===== config.mk =====
export PLATFORM = sky130hd
export DESIGN_NAME = pc_stack_counter
export DESIGN_NICKNAME = d
export VERILOG_FILES = /design/src/rtl/pc_stack_counter.sv
export SDC_FILE = /design/constraint.sdc
export NUM_CORES = 1
export LEC_CHECK = 0
export ABC_CLOCK_PERIOD_IN_PS = 4400
export CELL_PAD_IN_SITES_DETAIL_PLACEMENT = 2
export CELL_PAD_IN_SITES_GLOBAL_PLACEMENT = 2
export CORE_AREA = 2 2 124 126
export DETAILED_ROUTE_END_ITERATION = 8
export DIE_AREA = 0 0 126 128
export GPL_TIMING_DRIVEN = 0
export HOLD_SLACK_MARGIN = 0.12
export PLACE_DENSITY_LB_ADDON = 0.12
export SYNTH_ARGS = -nofsm -noshare
export SYNTH_HDL_FRONTEND = slang
export SYNTH_SLANG_ARGS = --single-unit

===== constraint.sdc =====
create_clock -name clk -period 4.4 [get_ports clk]
set_input_delay 0.44 -clock clk [delete_from_list [all_inputs] [get_ports clk]]
set_output_delay 0.44 -clock clk [all_outputs]
set_load 0.01 [all_outputs]

===== src/rtl/pc_stack_counter.sv =====
// rtl/pc_stack_counter.sv - fetch-stage program counter with return-address stack
//
// Ports:
//   clk, rst_n   clock (rising edge) and synchronous active-low reset
//   stall        hold pc, stack and error flag this cycle
//   jmp          load pc from tgt
//   call         push pc+1 and load pc from tgt
//   ret          pop the top of stack into pc
//   tgt          jump/call target
//   pc           registered program counter
//   depth        number of valid stack entries
//   stack_empty  depth == 0
//   stack_full   depth == DEPTH
//   stack_err    sticky overflow/underflow flag, cleared only by reset
module pc_stack_counter #(
  parameter int               WIDTH     = 16,
  parameter int               DEPTH     = 8,
  parameter logic [WIDTH-1:0] RESET_VEC = '0
) (
  input  logic                       clk,
  input  logic                       rst_n,
  input  logic                       stall,
  input  logic                       jmp,
  input  logic                       call,
  input  logic                       ret,
  input  logic [WIDTH-1:0]           tgt,
  output logic [WIDTH-1:0]           pc,
  output logic [$clog2(DEPTH+1)-1:0] depth,
  output logic                       stack_empty,
  output logic                       stack_full,
  output logic                       stack_err
);

  localparam int DW = $clog2(DEPTH + 1);
  localparam int AW = (DEPTH > 1) ? $clog2(DEPTH) : 1;

  logic [WIDTH-1:0] stack_mem [DEPTH];

  logic [WIDTH-1:0] pc_inc;
  logic [WIDTH-1:0] pc_next;
  logic [DW-1:0]    depth_next;
  logic [DW-1:0]    depth_m1;
  logic             err_next;
  logic             push;
  logic [AW-1:0]    push_idx;
  logic [AW-1:0]    pop_idx;

  assign stack_empty = (depth == '0);
  assign stack_full  = (depth == DW'(DEPTH));

  // Wraps modulo 2^WIDTH, so a call at all-ones pushes zero.
  assign pc_inc   = pc + WIDTH'(1);
  assign depth_m1 = depth - DW'(1);

  // Pushes only happen while depth < DEPTH and pops only while depth > 0,
  // so the low AW bits always address a valid entry.
  assign push_idx = depth[AW-1:0];
  assign pop_idx  = depth_m1[AW-1:0];

  // Fixed priority: stall > ret > call > jmp > increment.
  always_comb begin
    pc_next    = pc;
    depth_next = depth;
    err_next   = stack_err;
    push       = 1'b0;
    if (stall) begin
      pc_next = pc;
    end else if (ret) begin
      if (!stack_empty) begin
        pc_next    = stack_mem[pop_idx];
        depth_next = depth_m1;
      end else begin
        pc_next  = pc_inc;
        err_next = 1'b1;
      end
    end else if (call) begin
      if (!stack_full) begin
        push       = 1'b1;
        pc_next    = tgt;
        depth_next = depth + DW'(1);
      end else begin
        // Overflowing call degrades to a plain increment.
        pc_next  = pc_inc;
        err_next = 1'b1;
      end
    end else if (jmp) begin
      pc_next = tgt;
    end else begin
      pc_next = pc_inc;
    end
  end

  always_ff @(posedge clk) begin
    if (!rst_n) begin
      pc        <= RESET_VEC;
      depth     <= '0;
      stack_err <= 1'b0;
    end else begin
      pc        <= pc_next;
      depth     <= depth_next;
      stack_err <= err_next;
    end
  end

  // Storage needs no reset: entries at or above depth are never read.
  always_ff @(posedge clk) begin
    if (rst_n && push) begin
      stack_mem[push_idx] <= pc_inc;
    end
  end

endmodule


After elaboration in Yosys (flattened, before gate mapping)
Memories as Yosys holds them, arrays and structs flattened.
Index checks and enable logic that the tools add are counted.
{"block": "op_classes", "eq_ne": 4, "add_sub_neg": 3, "n_reduce_logical": 6, "n_mux": 19, "bitwise": 1}
{"cell": "$mux W16", "n": 5}
{"cell": "$add A16 B1 Y16 const B", "n": 1}
{"cell": "$mux W4", "n": 4}
{"cell": "$mux W1", "n": 10}
{"cell": "$reduce_and A4 Y1", "n": 2}
{"cell": "$add A4 B1 Y4 const B", "n": 1}
{"cell": "$eq A4 B4 Y1 const B", "n": 1}
{"cell": "$logic_not A4 Y1", "n": 1}
{"cell": "$ne A2 B2 Y1 const B", "n": 2}
{"cell": "$reduce_bool A2 Y1", "n": 2}
{"cell": "$sub A4 B1 Y4 const B", "n": 1}
{"cell": "$ne A2 B1 Y1 const B", "n": 1}
{"cell": "$logic_and A1 B1 Y1", "n": 1}
{"cell": "$not A1 Y1", "n": 1}
{"block": "totals", "word_cells": 37, "n_memories": 1, "reg_bits": 21, "ramBits": 128}
{"name": "stack_mem", "words": 8, "word_bits": 16, "rd": 1, "rd_clocked_by_memory_dff": 0, "wr": 1, "line": "37", "text": "logic [WIDTH-1:0] stack_mem [DEPTH];"}

Logic depth before layout (Yosys ltp)
{"block": "depth", "word_depth": 8, "ltp_mapped": 11}

Worst setup path after synthesis
No wires, ideal clock.
{"block": "synth_timing", "path_type": "reg-to-reg", "startpoint": "reg depth[0]", "endpoint": "mem stack_mem[1][0] (enable)", "setup_slack_ns": 1.243, "period_less_slack_ns": 3.157, "setup_ns": 0.409, "path_buffers": 2, "stages_incl_launch_ff": 9, "arrival_time_ns": 2.748, "cell_sequence": "dfxtp_1 -> buf_4 -> buf_4 -> inv_2 -> ha_1 -> nor2b_2 -> nand2_1 -> nand4_1 -> nor3_1"}
{"block": "synth_via", "elab_chain_cells": 8}
{"item": "start: declaration", "line": "28", "text": "output logic [$clog2(DEPTH+1)-1:0] depth,"}
{"item": "start signal: assignment", "line": "100", "text": "depth <= depth_next;"}
{"item": "$eq A4 B4 Y1", "line": "49", "text": "assign stack_full = (depth == DW'(DEPTH));"}
{"item": "$mux W1", "line": "77", "text": "if (!stack_full) begin"}
{"item": "$mux W1", "line": "76", "text": "end else if (call) begin"}
{"item": "$mux W1", "line": "68", "text": "end else if (ret) begin"}
{"item": "$mux W1", "line": "66", "text": "if (stall) begin"}
{"item": "$logic_and A1 B1 Y1", "line": "107", "text": "if (rst_n && push) begin"}
{"item": "$mux W1", "line": "107"}
{"item": "$mux W1 (not written as such)", "line": "108", "text": "stack_mem[push_idx] <= pc_inc;"}
{"item": "end: declaration", "line": "37"}
Several ways; a longest one is shown, not always the timed one.

Worst setup path after layout
{"block": "layout_timing", "startpoint": "reg depth[0]", "endpoint": "mem stack_mem[3][0] (enable)"}
Same word-level chain as after synthesis.

==> results.json <==
{
  "irDropWorstVdd_uv": 348,
  "critPathKind": "reg -> reg",
  "areaGrowthSynthToFinish_pct": 21.9,
  "htree_num_levels": 4,
  "cts_buffers": 17,
  "antenna_found_initial": 0,
  "drive_above_1_share_pct": 19.8,
  "route.detailed.drc": 0,
  "grt_pass1_wl_um": 29600,
  "firstDrtPassIters": 4,
  "grt_max_degree": 17,
  "power_leakage_nw": 2.54,
  "grt_overflow": 0,
  "start_util_pct": 42.3,
  "p_per_area_mw_per_mm2": 486,
  "drt-initial-drc-count": 350,
  "pre_cts_ws_ps": 959,
  "dieArea_mm2": 0.0161,
  "postCtsHoldBufs": 0,
  "async_flop_share_pct": 0,
  "finalCriticalPeriod_ps": 3450,
  "grt_pass1_vias": 4564,
  "numPortBuffers": 43,
  "synth_cell_type_count": 47,
  "cts_tree": "yes",
  "synth_area_mm2": 0.00629,
  "grt_util_all_layers_pct": 25.9,
  "p_comb_share_pct": 19.9,
  "seqPwrFrac_pct": 43.9,
  "routedWlPerCell_um": 29.2,
  "ys_top_cells_by_area": "edfxtp_1, mux4_2, dfxtp_1",
  "yosys_most_used_dff": "edfxtp_1",
  "hold_viol": 0,
  "maxCapViolations": 0,
  "hold_class": "reg -> reg",
  "ys_ff_latch": 149,
  "coreArea_mm2": 0.0149,
  "syn_avg_cell_area_um2": 15.5,
  "status": "finished clean",
  "switchingPower_mw": 1.04,
  "ctsResizeCount": 0,
  "drt.antenna.violating_nets": 0,
  "crit_chain": "buf_4 -> buf_2 -> clkbuf_1 -> nand4_1 -> nor2_2 -> buf_8",
  "worstSetupEndpointType": "flip-flop",
  "routabilityCongestion": 0.783,
  "post_cts_buffers": 0,
  "vias": 4085,
  "synthCells": 405,
  "ios": 45,
  "synth_edf_count": 128,
  "nets": 502,
  "cp.required_ps": 4520,
  "period_share_pct": 78.4,
  "whs_ps": 482,
  "yosysSeqAreaShare_pct": 67.8,
  "finalSetupViolations": 0,
  "hpwl_um": 13300,
  "dieWidth_um": 126,
  "drt_wl_total_um": 19800,
  "swShare_pct": 28.0,
  "synth_area_leader_cell": "edfxtp_1",
  "rsz0062_at_grt": "false",
  "slew_headroom_pct": 28.8,
  "worst_slew_pin_slew_ps": 1060,
  "cp-start-kind": "flip-flop",
  "clk_latency_ps": 430,
  "synth_top_area_share_pct": 61.1,
  "cpMaxStageDelayCell": "nor2_2",
  "clock_power_share_pct": 36.2,
  "synth_fp_nets": 430,
  "diodes": 0,
  "max_freq_mhz": 290,
  "path_clk_slew_ps": 60,
  "dieHeight_um": 128,
  "clock-root-buffer": "clkbuf_16",
  "fin_ws_ps": 949,
  "finalClockSkew_ps": 12.0,
  "intPower_mw": 2.68,
  "cp.arrival_ps": 3570,
  "row_count": 45,
  "yosys_warnings": 0,
  "cp_max_fo": 10,
  "slew_viol_final": 0,
  "cp_slowest_stage_delay_ps": 760,
  "vias_per_cell": 6.03,
  "cts_max_path_buffers": 2,
  "cts.sink_count": 149
}
## power groups by stage
stage,registers [mW],clock network (mW),logic (mW)
2_1_floorplan,1.66,0,0.441
3_3_place_gp,1.66,0,0.698
3_5_place_dp,1.66,0,0.732
4_1_cts,1.63,1.37,0.746
5_1_grt,1.64,1.41,0.792
6_report,1.63,1.35,0.741
## per-layer routing
metal / wire length, µm / up-vias / track usage (%) / share of wire [%]
met5: 0 / - / 0 / 0
met4: 471 / 0 / 10.0 / 2.4
met3: 991 / 30 / 4.05 / 5.0
met2: 9970 / 119 / 43.6 / 50
met1: 8360 / 2193 / 34.1 / 42
li1: - / 1743 / - / -
## cells by family (layout without fill, tap and decap cells)
family | Yosys count | in the layout | share of synthesized area, %
simple gates | 98 | 98 | 7.10
mux | 40 | 40 | 12.2
buf+inv | 31 | 116 | 2.27
fa+ha+maj | 3 | 3 | 0.597
flops | 149 | 149 | 67.8
compound gates | 64 | 64 | 7.22
xor+xnor | 20 | 20 | 2.79
## flip-flops by register name, indices dropped and copies added (netlist names)
register,count
depth,4
pc,16
stack_err,1
stack_mem,128
## critical path, delay by kind of cell (launching register included)
family	cells	cell delay, ps
DFF	1	400
and+or+nand+nor	2	1200
buffers and inverters	4	1530
## final cells by class
cell class              instances  area [µm²]
plain buffers                  21         105
clock buffers                  22         454
clock inverters                10        86.3
fillers                      1401        7200
inverters                      10        37.5
multi-input cells             225        1910
flip-flops and latches        149        4260
well taps                     188         235
repair buffers                 53         566
## metrics by stage
| step | util [%] | instances | setup TNS [ps] | power, mW | cell area (µm²) |
|---|---|---|---|---|---|
| 2_1_floorplan | - | 405 | 0 | 2.10 | 6290 |
| 3_3_place_gp | 46.8 | 636 | -23950 | 2.36 | 6950 |
| 3_5_place_dp | 47.9 | 646 | 0 | 2.39 | 7120 |
| 4_1_cts | 51.5 | 678 | 0 | 3.75 | 7660 |
| 5_1_grt | 51.5 | 678 | 0 | 3.84 | 7660 |
| 6_report | 51.5 | 678 | 0 | 3.72 | 7660 |
## synthesized netlist by cell type, types with 9 or more instances
cell / count
edfxtp_1: 128
nand2_1: 31
mux4_2: 29
nor2_1: 27
dfxtp_1: 21
nand3_1: 16
o21ai_0: 14
a21oi_1: 13
a221oi_1: 11
xor2_1: 11
clkbuf_1: 9
xnor2_1: 9
## path summary, 6_finish.rpt
check	from	slack [ps]	cells after the start	endpoint
setup / recovery	depth[0]	950	6	stack_mem[3][0]
hold / removal	stack_err	480	2	stack_err
setup reg to reg	depth[0]	950	6	stack_mem[3][0]
hold reg to reg	stack_err	480	2	stack_err
## layout by cell type, fill, tap and decap left out, drive strengths merged, types with 13 or more instances in the layout
cell | netlist | routed
clkbuf | 9 | 31
nor2 | 27 | 27
edfxtp | 128 | 128
buf | 12 | 22
dfxtp | 21 | 21
nand2 | 31 | 31
clkdlybuf4s50 | 0 | 43
a21oi | 13 | 13
nand3 | 16 | 16
mux4 | 29 | 29
o21ai | 15 | 15
Power figures use the tool's default switching activity.
